### src/rtl/prog_loader.sv
// ---------------------------------------------------------------------------
// prog_loader
//
// Streams a boot image into the core's instruction and data BRAMs while the
// CPU is held stalled. The image is a series of segments. Each segment is a
// header word, a base-address word and N payload words. Payload word k lands
// at byte address base + 4k of the BRAM that the header selects. The loader
// releases the CPU after the segment flagged "last". A misaligned or
// oversized segment parks the loader in ERR until reset.
//
// Header word: [DATA_WIDTH-1] target (0 = instruction BRAM, 1 = data BRAM)
//              [DATA_WIDTH-2] last segment
//              [CNT_WIDTH-1:0] payload word count N
//
// Ports
//   clk        in   system clock, rising edge
//   rst        in   asynchronous active-high reset
//   start      in   reload request pulse, honoured only in DONE
//   s_valid    in   stream word valid
//   s_data     in   stream word (header, base or payload)
//   s_ready    out  stream word accepted on s_valid && s_ready
//   i_w_addr   out  instruction BRAM write byte address
//   i_w_dat    out  instruction BRAM write data
//   i_w_enb    out  instruction BRAM write enable (one cycle per word)
//   d_w_addr   out  data BRAM write byte address
//   d_w_dat    out  data BRAM write data
//   d_w_enb    out  data BRAM write enable (one cycle per word)
//   cpu_stall  out  holds the core's pc while the image is loading
//   init_done  out  loading finished; core owns the data BRAM write port
//   err        out  malformed segment seen; cleared only by rst
// ---------------------------------------------------------------------------
module prog_loader #(
  parameter int DATA_WIDTH = 32,
  parameter int ADDR_WIDTH = 10,
  parameter int CNT_WIDTH  = 16
) (
  input  logic                  clk,
  input  logic                  rst,
  input  logic                  start,
  input  logic                  s_valid,
  input  logic [DATA_WIDTH-1:0] s_data,
  output logic                  s_ready,
  output logic [ADDR_WIDTH-1:0] i_w_addr,
  output logic [DATA_WIDTH-1:0] i_w_dat,
  output logic                  i_w_enb,
  output logic [ADDR_WIDTH-1:0] d_w_addr,
  output logic [DATA_WIDTH-1:0] d_w_dat,
  output logic                  d_w_enb,
  output logic                  cpu_stall,
  output logic                  init_done,
  output logic                  err
);

  typedef enum logic [2:0] {
    ST_HDR,
    ST_BASE,
    ST_LOAD,
    ST_DONE,
    ST_ERR
  } state_t;

  // The range check must hold the largest word index plus the largest
  // count without wrapping, so it is one bit wider than either operand.
  localparam int CHK_W = ((CNT_WIDTH > ADDR_WIDTH) ? CNT_WIDTH : ADDR_WIDTH) + 1;
  localparam logic [CHK_W-1:0] DEPTH_WORDS =
    {{(CHK_W-1){1'b0}}, 1'b1} << (ADDR_WIDTH - 2);

  state_t                r_state;
  state_t                w_next;
  logic                  r_target;   // 1 = data BRAM
  logic                  r_last;
  logic [CNT_WIDTH-1:0]  r_cnt;      // header N, then payload words still due
  logic [ADDR_WIDTH-1:0] r_addr;     // base, then address of next payload word

  logic                  w_accept;
  logic [CHK_W-1:0]      w_base_word;
  logic [CHK_W-1:0]      w_cnt_ext;
  logic [CHK_W-1:0]      w_end_word;
  logic                  w_misaligned;
  logic                  w_overflow;

  assign w_accept     = s_valid && s_ready;
  assign w_base_word  = {{(CHK_W-ADDR_WIDTH+2){1'b0}}, s_data[ADDR_WIDTH-1:2]};
  assign w_cnt_ext    = {{(CHK_W-CNT_WIDTH){1'b0}}, r_cnt};
  assign w_end_word   = w_base_word + w_cnt_ext;
  assign w_misaligned = (s_data[1:0] != 2'b00);
  // A segment may end exactly at the top of the BRAM; one word past is out.
  assign w_overflow   = (w_end_word > DEPTH_WORDS);

  // State register.
  // NOTE: clocked state uses non-blocking (<=) so every flop samples its
  // inputs before any of them update on the same edge.
  always_ff @(posedge clk or posedge rst) begin
    if (rst) begin
      r_state <= ST_HDR;
    end else begin
      r_state <= w_next;
    end
  end

  // Next-state and state-decoded outputs.
  // NOTE: every output gets a default before the case so no path leaves one
  // unassigned, which would otherwise infer a latch.
  always_comb begin
    w_next    = r_state;
    s_ready   = 1'b0;
    cpu_stall = 1'b1;
    init_done = 1'b0;
    err       = 1'b0;
    case (r_state)
      ST_HDR: begin
        s_ready = 1'b1;
        if (w_accept) begin
          w_next = ST_BASE;
        end
      end
      ST_BASE: begin
        s_ready = 1'b1;
        if (w_accept) begin
          if (w_misaligned || w_overflow) begin
            w_next = ST_ERR;
          end else if (r_cnt == '0) begin
            // Empty segment: nothing to write, move straight on.
            w_next = r_last ? ST_DONE : ST_HDR;
          end else begin
            w_next = ST_LOAD;
          end
        end
      end
      ST_LOAD: begin
        s_ready = 1'b1;
        if (w_accept && (r_cnt == CNT_WIDTH'(1))) begin
          w_next = r_last ? ST_DONE : ST_HDR;
        end
      end
      ST_DONE: begin
        cpu_stall = 1'b0;
        init_done = 1'b1;
        if (start) begin
          w_next = ST_HDR;
        end
      end
      ST_ERR: begin
        err = 1'b1;
      end
      default: begin
        w_next = ST_HDR;
      end
    endcase
  end

  // Segment bookkeeping and the registered BRAM write ports. A word accepted
  // in LOAD appears on the selected port for exactly the following cycle.
  always_ff @(posedge clk or posedge rst) begin
    if (rst) begin
      r_target <= 1'b0;
      r_last   <= 1'b0;
      r_cnt    <= '0;
      r_addr   <= '0;
      i_w_addr <= '0;
      i_w_dat  <= '0;
      i_w_enb  <= 1'b0;
      d_w_addr <= '0;
      d_w_dat  <= '0;
      d_w_enb  <= 1'b0;
    end else begin
      i_w_enb <= 1'b0;
      d_w_enb <= 1'b0;
      if (w_accept) begin
        case (r_state)
          ST_HDR: begin
            r_target <= s_data[DATA_WIDTH-1];
            r_last   <= s_data[DATA_WIDTH-2];
            r_cnt    <= s_data[CNT_WIDTH-1:0];
          end
          ST_BASE: begin
            r_addr <= s_data[ADDR_WIDTH-1:0];
          end
          ST_LOAD: begin
            r_cnt  <= r_cnt - CNT_WIDTH'(1);
            // Wraps only after the final word of a segment that ends at the
            // top of the BRAM, and that value is never used.
            r_addr <= r_addr + ADDR_WIDTH'(4);
            if (r_target) begin
              d_w_enb  <= 1'b1;
              d_w_addr <= r_addr;
              d_w_dat  <= s_data;
            end else begin
              i_w_enb  <= 1'b1;
              i_w_addr <= r_addr;
              i_w_dat  <= s_data;
            end
          end
          default: begin
          end
        endcase
      end
    end
  end

endmodule

### config.mk
export PLATFORM = sky130hd
export DESIGN_NAME = prog_loader
export DESIGN_NICKNAME = d
export VERILOG_FILES = /design/src/rtl/prog_loader.sv
export SDC_FILE = /design/constraint.sdc
export NUM_CORES = 1
export LEC_CHECK = 0
export ABC_AREA = 1
export CORE_MARGIN = 8
export CORE_UTILIZATION = 53
export CTS_BUF_LIST = sky130_fd_sc_hd__clkbuf_4 sky130_fd_sc_hd__clkbuf_8
export CTS_CLUSTER_DIAMETER = 80
export DETAILED_ROUTE_END_ITERATION = 10
export PLACE_DENSITY = 0.82
export SLEW_MARGIN = 20
export SYNTH_ARGS = -nofsm -noshare
export SYNTH_HDL_FRONTEND = slang
export SYNTH_SLANG_ARGS = --single-unit
### constraint.sdc
create_clock -name clk -period 4.85 [get_ports clk]
set_input_delay 0.97 -clock clk [delete_from_list [all_inputs] [get_ports clk]]
set_output_delay 0.97 -clock clk [all_outputs]
set_load 0.03 [all_outputs]
After elaboration in Yosys (flattened, before gate mapping)
Index checks and enable logic that the tools add are counted.
- register bits: 117
- input bits: 36
- output and inout port bits: 90
- logic and storage cells: 61
- add/sub/neg operators: 3
- $lt $le $gt $ge: 1
- equality and inequality tests: 9
- muxes and demuxes: 20
- bitwise gates (word level): 2
- reduce and logical (&&, ||, !) cells: 15
- operators with widths (cell ; count):
    16-bit one-hot mux with 2 select lines ; 1
    10-bit one-hot mux with 2 select lines ; 1
    8-bit by 16-bit adder with 17-bit output ; 1
    17-bit by 9-bit greater-than comparator with 1-bit output (second input constant) ; 1
    16-bit by 1-bit equality test with 1-bit output (second input constant) ; 1
    16-bit logical NOT ; 1
    16-bit by 1-bit subtractor with 16-bit output (second input constant) ; 1
    3-bit 2-to-1 mux ; 5
    3-bit one-hot mux with 5 select lines ; 1
    10-bit by 3-bit adder with 10-bit output (second input constant) ; 1
    1-bit 2-to-1 mux ; 10
    2-bit inequality test (second input constant) ; 4
    3-bit by 2-bit equality test with 1-bit output (second input constant) ; 2
    2-bit AND reduction ; 3
    3-bit AND reduction ; 2
    2-bit nonzero test ; 3
    5-bit AND reduction ; 1
    2-bit 2-to-1 mux ; 2
    3-bit by 1-bit equality test with 1-bit output (second input constant) ; 1
    3-bit equality test (second input constant) ; 1
    3-bit logical NOT ; 1
    3-bit OR reduction ; 1
    1-bit logical AND ; 2
    1-bit inverter ; 2
    1-bit logical OR ; 1

Longest topological paths before layout
Gate-level depths: netlist of the first run.
- depth after elaboration: 7
- mapped depth: 17
- gate-level depth less buffers: 16

Worst setup path after synthesis of the first run
OpenSTA, ideal clock, no wires.
- path kind: input to register
- start: input port s_data[2]
- end: register r_state[0]
- setup time: 0.065 ns
- arrival time: 2.660 ns
- required time: 4.785 ns
- slack: 2.125 ns
- cell stages on the path: 14
- path buffers: 0
- cell sequence: ha_1 > fa_1 > or2_2 > nor2_1 > nand2_1 > nor2_1 > nand2_1 > nor2_1 > nand2_1 > a21oi_2 > nand3_1 > nand2_1 > nand2_1 > nand2_1
- longest elaborated chain between the ends: 6
- RTL lines (element ; RTL line ; text):
    start: declaration ; 41 ; input logic [DATA_WIDTH-1:0] s_data,
    8-bit by 16-bit adder with 17-bit output ; 85 ; assign w_end_word = w_base_word + w_cnt_ext;
    17-bit by 9-bit greater-than comparator with 1-bit output ; 88 ; assign w_overflow = (w_end_word > DEPTH_WORDS);
    1-bit logical OR ; 120 ; if (w_misaligned || w_overflow) begin
    3-bit 2-to-1 mux ; 120 ;
    3-bit 2-to-1 mux ; 119 ; if (w_accept) begin
    3-bit one-hot mux with 5 select lines ; 110 ; case (r_state)
    end signal: assignment ; 97 ; r_state <= w_next;
    end: declaration ; 68 ; state_t r_state;
Every way passes these cells. The select of a mux whose other input is x is not followed.
A chain may end at the register's enable or synchronous reset.

Worst setup path in the final report of the first run
Same ends and word-level chain as after synthesis.

==> flow_summary_export.csv, run 1 <==
group,metric,value,unit
floorplanning,die_w,123,µm
yosys,async_reset_ff_share,100,%
routing,drtAntennaViolNets,0,
pwr,total_leakage_power,3.69,nW
timing,min_period,3030,ps
clock_tree,root_buffer,"clkbuf_8",
yosys,synth_ff_type,"dfrtp_1",
critical_path,cp-start-kind,"input pin",
critical_path,cp.arrival,3410,ps
timing,fmax,330,MHz
pwr,power_density,280,nW/µm²
yosys,synth_nets,690,
pwr,p_seq_share,46.9,%
timing,worst_pin_slew,807,ps
floorplanning,ios,126,
grt,grt_pass1_wl,25.7,mm
placed_design,io_buffer_count,125,
routing,first_pass_iters,5,
pwr,ir_drop,0.303,mV
pwr,switching_share,26.4,%
pwr,p_int,0.00161,W
run_status,status,"complete, no violations",
clock_tree,cts_resized,0,
timing,final-hold-violation-count,0,
finish,utilization,69.0,%
clock_tree,postCtsSetupBuffers,0,
timing,fin_ws,1820,ps
clock_tree,cts_max_level,4,
run,drv_cap,0,
worst_hold_path,worstHoldStart,"i_w_dat[0]",
routing,routed_via_density,5.36,
pwr,pwr-share-comb,12.1,%
floorplanning,coreArea,11300,µm²
worst_hold_path,whs_path_depth,1,
clock_tree,insertion_delay,440,ps
critical_path,path_max_fanout,4,
yosys,yosysUniqueCellTypes,47,
placed_design,dpl_worst_slack,1400,ps
pwr,p_switching,0.000576,W
yosys,synth-edff-count,0,
grt,grt_max_degree,68,
yosys,synth_warnings,0,
routing,avgRoutedWirePerCell,16.9,µm
worst_hold_path,hp-class,"reg -> reg",
finish,n_antenna_cell,0,
grt,grt_usage,21.6,%
clock_tree,cts_buffers,17,
grt,first_global_vias,5120,
timing,setup_viol,0,
timing,rsz0062_at_grt,"no",
pwr,clkPwrFrac,41.1,%
routing,routed_wl,15.6,mm
critical_path,critPathLaunch,"s_data[2]",
clock_tree,cts.sinks,117,
critical_path,worst_r2r_endpoint,"d_w_dat[3]",
finish,nets,819,
timing,maxSlewViolCount,0,
clock_tree,clkTransAtPathRegs,70,ps
yosys,synthesis.area,6080,µm²
yosys,synth.yosys.seq_area_share,48.2,%
critical_path,r2r-start,"r_state[2]",
floorplanning,die_area,15100,µm²
routing,drt_iter0_drc,360,
timing,maxSlewHeadroom,46.2,%
critical_path,cp.required,5230,ps
yosys,syn_inst,642,
finish,mostFrequentLayoutCells,"nand2_1 (150), clkdlybuf4s50_1 (125), dfrtp_1 (117), inv_1 (63), mux2_2 (56)",
floorplanning,initial_utilization,53.7,%
yosys,synth_area_per_cell,9.46,µm²
clock_tree,clock_path_buffers,2,
finish,syn_to_final_growth,28.6,%
timing,post-route-period-util,62.5,%
critical_path,ff2ff_setup_slack,2090,ps
clock_tree,cts_hold_buf,0,
critical_path,cp-end-kind,"register",
clock_tree,cts_tree,"built",
placed_design,hpwl,11.6,mm
critical_path,crit_end,"r_state[0]",
timing,tns,0,ps
floorplanning,rows,39,
critical_path,reg2reg_depth,7,
placed_design,gp_congestion,0.939,
finish,layout_commonest_cell,"nand2_1",
yosys,synth-seq-cells,117,
floorplanning,die_h,123,µm
grt,grt_overflow_total,0,
timing,fin_skew,7.21,ps
routing,drc_errors,0,
critical_path,critical_path_class,"in -> reg",
routing,dr_total_vias,4969,
grt,antenna_found_initial,0,
finish,final_layout_size_suffix_gt1_share,17.9,%
[flip-flops by register name, summed over array words and instances (netlist names)]
| register | count |
|---|---|
| d_w_dat | 32 |
| i_w_dat | 32 |
| r_cnt | 16 |
| d_w_addr | 10 |
| i_w_addr | 10 |
| r_addr | 10 |
| r_state | 3 |
| d_w_enb | 1 |
| i_w_enb | 1 |
| r_last | 1 |
| r_target | 1 |
[metrics by stage]
| stage | total power (W) | instance area [µm²] | hold WS, ps | cells |
|---|---|---|---|---|
| CTS | 0.00220 | 7810 | 491 | 927 |
| detailed placement | 0.00131 | 7420 | 478 | 895 |
| floorplan | 0.00120 | 6080 | 464 | 642 |
| global placement | 0.00130 | 7420 | 469 | 895 |
| finish | 0.00219 | 7810 | 491 | 927 |
| global route | 0.00227 | 7810 | 508 | 927 |
[cell families after synthesis]
| kind of cell | Yosys count | synth area share, % |
|---|---|---|
| muxes | 74 | 14.3 |
| and+or+nand+nor | 270 | 20.2 |
| adders and majority gates | 12 | 2.59 |
| buffers and inverters | 90 | 6.69 |
| DFF | 117 | 48.2 |
| AOI/OAI and AO/OA | 75 | 7.48 |
| xor gates and xnor gates | 4 | 0.577 |
[worst min path at each step]
stage	to	slack, ps
final	i_w_dat[0]	490
after global placement	i_w_dat[1]	470
after global routing	i_w_dat[0]	510
after CTS	i_w_dat[0]	490
after floorplan	r_addr[0]	460
after detailed placement	i_w_dat[0]	480
[power groups by stage]
stage          logic (W)  registers, W  clock network, W
5_1_grt         0.000293       0.00103          0.000953
3_5_place_dp    0.000264       0.00104                 0
4_1_cts         0.000266       0.00102          0.000909
3_3_place_gp    0.000259       0.00104                 0
6_report        0.000264       0.00102          0.000898
2_1_floorplan   0.000130       0.00107                 0
[layer usage]
layer | global-route usage, % | share of wire (%)
met3 | 7.67 | 8.3
met5 | 0 | 0
met4 | 7.75 | 2.0
met2 | 36.0 | 49
met1 | 25.3 | 41
[cell usage after synthesis (all sizes together) (3+ instances only)]
cell type	n	area share (%)
nand3	41	3.9
buf	18	2.2
a21oi	13	1.1
nor3	5	0.68
nor2	57	4.4
a31oi	8	0.82
dfrtp	117	48
xor2	3	0.43
o21a	10	1.2
nand2	156	10
mux2	74	14
inv	69	4.3
o21ai	29	2.4
nand4	7	0.72
ha	11	2.3
o22ai	5	0.51
[worst max-delay path, cell delays in order]
cell,delay (ps)
clkdlybuf4s50_1,500
ha_1,250
fa_1,430
or2_2,300
nor2_1,110
nand2_1,60
nor2_1,90
nand2_1,60
nor2_1,90
nand2_1,90
a21oi_2,190
nand3_1,110
nand2_1,70
nand2_1,50
nand2_1,50
[final cells by class]
type                       count  area (µm²)
fill                         890        3510
sequential                   117        2930
multi-input combinational    435        2740
timing repair buffer         130        1300
clock buffer                  23         292
inverter                      70         268
tap                          143         179
clock inverter                 9         103
(Power assumes the default switching activity.)
==> run 2, diff against run 1 <==
CORE_UTILIZATION = 48   (was 53)
PLACE_DENSITY = 0.79   (was 0.82)
clock period = 2.65 ns   (was 4.85 ns; I/O delays follow)
==> run 2 against run 1 <==
Net effect: critical path depth shrank 11; largest power group unchanged; hold slack got worse by 71 ps; total power grew 89%; sequential share of layout area down 1.1 points; die area grew 9.0%; global-route usage down 1.4 points; register-to-register slack worse by 1900 ps.
==> flow_summary_export.csv, run 2 (synthesized netlist as in run 1, its figures left out) <==
group,metric,value,unit
clock_tree,root_buffer,"clkbuf_8",
clock_tree,clkTransAtPathRegs,70,ps
finish,layout_commonest_cell,"nand2_1",
routing,routed_wl,16.0,mm
floorplanning,die_area,16500,µm²
grt,grt_max_degree,49,
critical_path,reg2reg_depth,14,
finish,final_cell_area,8050,µm²
critical_path,ff2ff_setup_slack,190,ps
routing,drt_iter0_drc,328,
finish,n_antenna_cell,0,
clock_tree,cts.sinks,117,
clock_tree,cts_max_level,4,
timing,post-route-period-util,96.5,%
placed_design,hpwl,12.0,mm
critical_path,critPathLaunch,"r_state[1]",
pwr,total_leakage_power,3.82,nW
finish,fillers,1011,
worst_hold_path,hp-class,"in -> async",
run,drv_cap,0,
routing,first_pass_iters,5,
floorplanning,die_w,129,µm
critical_path,r2r-start,"r_cnt[0]",
finish,top_regs,"d_w_dat (32), i_w_dat (32), r_cnt (16)",
grt,grt_pass1_wl,26.4,mm
timing,final-hold-violation-count,0,
critical_path,path_max_fanout,6,
pwr,ir_drop,0.368,mV
grt,antenna_found_initial,0,
placed_design,gp_congestion,0.915,
floorplanning,die_h,129,µm
critical_path,cp-end-kind,"output port",
routing,drtAntennaViolNets,0,
timing,min_period,2560,ps
floorplanning,rows,41,
timing,maxSlewHeadroom,71.8,%
floorplanning,initial_utilization,48.7,%
grt,first_global_vias,5298,
critical_path,worst_r2r_endpoint,"r_state[1]",
clock_tree,cts_buffers,17,
run_status,status,"complete, no violations",
finish,syn_to_final_growth,32.5,%
timing,fin_skew,12.5,ps
timing,worst_pin_slew,422,ps
placed_design,place_area,7600,µm²
clock_tree,cts_tree,"built",
floorplanning,coreArea,12500,µm²
routing,routed_via_density,5.13,
floorplanning,ios,126,
routing,dr_total_vias,4979,
clock_tree,insertion_delay,440,ps
finish,final_layout_size_suffix_gt1_share,19.6,%
finish,nets,835,
timing,whs,420,ps
critical_path,cp.arrival,2030,ps
critical_path,critical_path_class,"reg -> out",
routing,avgRoutedWirePerCell,16.4,µm
grt,grt_overflow_total,0,
grt,grt_usage,20.1,%
routing,drc_errors,0,
finish,mostFrequentLayoutCells,"nand2_1 (150), clkdlybuf4s50_1 (122), dfrtp_1 (117), inv_1 (63), mux2_2 (56)",
timing,rsz0062_at_grt,"no",
timing,setup_viol,0,
placed_design,io_buffer_count,125,
timing,fmax,391,MHz
clock_tree,clock_path_buffers,2,
critical_path,cp-start-kind,"register",
pwr,power_density,514,nW/µm²
timing,maxSlewViolCount,0,
clock_tree,cts_hold_buf,0,
critical_path,cp.required,2120,ps
## run 2: changes by cell type in the layout (fill, tap and decap cells not counted), moves of 3 or more
cell	delta
buf_12	+3
buf_4	+13
clkdlybuf4s50_1	-3
clkinv_2	-3
clkinv_4	+3
dlymetal6s2s_1	+3
## run 2: metal layers
layer  global-route usage (%)  up-vias  share of wire [%]
li1                         -     2406                  -
met1                     22.5     2389                 41
met3                     7.24       29                8.1
met2                     34.0      155                 49
met5                        0        -                  0
met4                     8.98        0                2.2
## run 2: where the power goes
part	leakage [nW]	switching (W)	internal [W]
sequential	1.51	0.0000436	0.00183
combinational	2.08	0.000294	0.000217
clock	0.221	0.000707	0.00104
## run 2: area by class of cell
cell class | instances | area [µm²] | area share, %
clock buffer | 24 | 305 | 3.79
clock inverter | 7 | 121 | 1.51
inverter | 70 | 269 | 3.34
multi-input combinational | 435 | 2750 | 34.1
sequential | 117 | 2930 | 36.4
tap | 172 | 215 | 2.67
timing repair buffer | 146 | 1470 | 18.2
## run 2: repair_timing
item / 4_1_cts / 5_1_grt
gates resized for setup: 0 / 5
endpoints found under the setup margin: 0 / 3
setup buffers: 0 / 1
## run 2: worst max-delay path: stages (launching register included)
cell and delay (ps):
dfrtp_1 470, inv_2 190, nand3_1 150, inv_1 80, clkdlybuf4s50_1 690
## run 2: stage by stage
stage / setup WS (ps) / power, W / cells / TNS, ps / utilization (%)
floorplan: 365 / 0.00219 / 642 / 0 / -
global placement: -234 / 0.00240 / 939 / -666 / 61.0
detailed placement: -275 / 0.00242 / 939 / -761 / 61.0
CTS: 41.8 / 0.00417 / 970 / 0 / 64.4
global route: 8.92 / 0.00431 / 971 / 0 / 64.6
finish: 92.3 / 0.00414 / 971 / 0 / 64.6
## run 2: worst max-delay path by stage
stage / to / slack, ps
3_3_place_gp: r_state[1] / -230
2_1_floorplan: r_state[0] / 360
4_1_cts: init_done / 40
3_5_place_dp: r_state[1] / -270
5_1_grt: r_state[1] / 9
6_report: err / 90
==> run 3, diff against run 2 <==
CORE_UTILIZATION = 53   (was 48)
PLACE_DENSITY = 0.82   (was 0.79)
clock period = 2.75 ns   (was 2.65 ns; I/O delays follow)
==> run 3 against run 2 <==
Net effect: setup slack gained 110 ps; critical path type unchanged; clock skew shrank 3.3 ps; register-to-register slack gained 120 ps; die area shrank 8.3%; cell count shrank 3.5%; largest cell class unchanged; design area shrank 0.98%; sequential share of layout area grew 0.36 points; total power shrank 3.2%; wire length shrank 1.9%; combinational power shrank 5.5%; sequential cell count is the same; global-route usage grew 1.4 points.
==> flow_summary_export.csv, run 3 (synthesized netlist as in run 1, its figures left out) <==
group,metric,value,unit
run_status,status,"complete, no violations",
clock_tree,cts_tree,"built",
timing,maxSlewViolCount,0,
timing,setup_viol,0,
critical_path,cp.required,2200,ps
pwr,p_seq_share,45.1,%
critical_path,cp-end-kind,"output port",
floorplanning,rows,39,
pwr,switching_share,26.1,%
floorplanning,initial_utilization,53.7,%
clock_tree,root_buffer,"clkbuf_8",
grt,first_global_vias,5195,
clock_tree,cts_max_level,4,
routing,drc_errors,0,
routing,avgRoutedWirePerCell,16.7,µm
floorplanning,coreArea,11300,µm²
timing,final-hold-violation-count,0,
grt,antenna_found_initial,0,
timing,fin_skew,9.24,ps
clock_tree,clock_path_buffers,2,
routing,routed_via_density,5.37,
critical_path,cp.arrival,1990,ps
timing,fmax,393,MHz
finish,top_regs,"d_w_dat (32), i_w_dat (32), r_cnt (16)",
critical_path,critical_path_class,"reg -> out",
timing,post-route-period-util,92.5,%
timing,worst_pin_slew,651,ps
finish,final_layout_size_suffix_gt1_share,19.0,%
floorplanning,die_h,123,µm
pwr,clkPwrFrac,42.8,%
routing,drt_iter0_drc,340,
pwr,finalPower,0.00401,W
critical_path,path_max_fanout,6,
clock_tree,cts_hold_buf,0,
timing,fin_ws,205,ps
timing,rsz0062_at_grt,"no",
finish,final_cells,937,
timing,maxSlewHeadroom,56.5,%
finish,layout_commonest_cell,"nand2_1",
timing,min_period,2540,ps
finish,utilization,70.4,%
pwr,ir_drop,0.442,mV
run,drv_cap,0,
pwr,pwr-share-comb,12.1,%
placed_design,hpwl,11.6,mm
routing,first_pass_iters,4,
finish,n_antenna_cell,0,
grt,grt_max_degree,49,
routing,drtAntennaViolNets,0,
placed_design,dpl_worst_slack,-210,ps
worst_hold_path,hp-class,"reg -> reg",
pwr,total_leakage_power,3.76,nW
floorplanning,ios,126,
pwr,power_density,502,nW/µm²
floorplanning,die_area,15100,µm²
placed_design,gp_congestion,0.925,
finish,nets,829,
critical_path,cp-start-kind,"register",
pwr,p_switching,0.00105,W
routing,dr_total_vias,5030,
grt,grt_overflow_total,0,
finish,syn_to_final_growth,31.2,%
finish,mostFrequentLayoutCells,"nand2_1 (150), clkdlybuf4s50_1 (124), dfrtp_1 (117), inv_1 (63), mux2_2 (56)",
floorplanning,die_w,123,µm
placed_design,io_buffer_count,125,
clock_tree,insertion_delay,440,ps
pwr,p_int,0.00296,W
placed_design,dp_cells,905,
clock_tree,cts_buffers,17,
routing,routed_wl,15.7,mm
clock_tree,cts.sinks,117,
clock_tree,clkTransAtPathRegs,70,ps
grt,grt_pass1_wl,25.5,mm
grt,grt_usage,21.5,%
## run 3: cell types whose count changed in the layout (fill, tap and decap cells not counted)
cell / previous run / this run
clkdlybuf4s50_1: 122 / 124
nor2_1: 42 / 43
dlymetal6s2s_1: 3 / 1
clkbuf_4: 4 / 0
clkbuf_8: 20 / 21
clkinv_2: 1 / 2
clkinv_4: 3 / 1
buf_4: 17 / 11
inv_6: 0 / 1
clkinvlp_4: 1 / 5
nor2_2: 11 / 10
## run 3: timing repair
item                       CTS  global route
setup buffers                0             0
gates resized for setup      0             2
setup endpoints to repair    0             2
## run 3: layer usage
metal	global-route usage (%)	part of all wire, %	wire (µm)	vias to the layer above
met4	8.73	1.8	275	0
met2	36.1	49	7720	168
met5	0	0	0	-
met1	24.3	40	6300	2427
li1	-	-	-	2407
met3	8.17	8.6	1350	28
## run 3: power by group through the flow
stage | Combinational (W) | Clock [W] | Sequential (W)
floorplan | 0.000230 | 0 | 0.00188
finish | 0.000483 | 0.00171 | 0.00181
global route | 0.000535 | 0.00182 | 0.00181
CTS | 0.000486 | 0.00174 | 0.00181
detailed placement | 0.000481 | 0 | 0.00184
global placement | 0.000468 | 0 | 0.00183
## run 3: worst paths after layout
kind | from | to | slack [ps] | depth (start not counted)
setup / recovery | r_state[1] | init_done | 210 | 3
hold / removal | i_w_dat[9] | i_w_dat[9] | 490 | 1
setup reg to reg | r_cnt[0] | r_state[1] | 310 | 14
hold reg to reg | i_w_dat[9] | i_w_dat[9] | 490 | 1
max in group asynchronous | rst | d_w_dat[7] | 1550 | 3
min in group asynchronous | rst | d_w_addr[7] | 540 | 2
## run 3: layout make-up
class	instances	area (µm²)
Sequential cell	117	2930
Multi-Input combinational cell	435	2740
Tap cell	143	179
Fill cell	899	3350
Clock buffer	21	289
Timing Repair Buffer	140	1420
Inverter	70	269
Clock inverter	11	148
## run 3: metrics by stage
| step | instance area (µm²) | hold slack [ps] | TNS, ps |
|---|---|---|---|
| 3_5_place_dp | 7530 | 474 | -581 |
| 5_1_grt | 7970 | 505 | 0 |
| 3_3_place_gp | 7530 | 467 | -456 |
| 2_1_floorplan | 6080 | 464 | 0 |
| 4_1_cts | 7970 | 490 | 0 |
| 6_report | 7970 | 486 | 0 |
## run 3: worst max-delay path: stages (launching register included)
cell	delay, ps
dfrtp_1	460
inv_2	130
nor3_1	220
clkdlybuf4s50_1	750
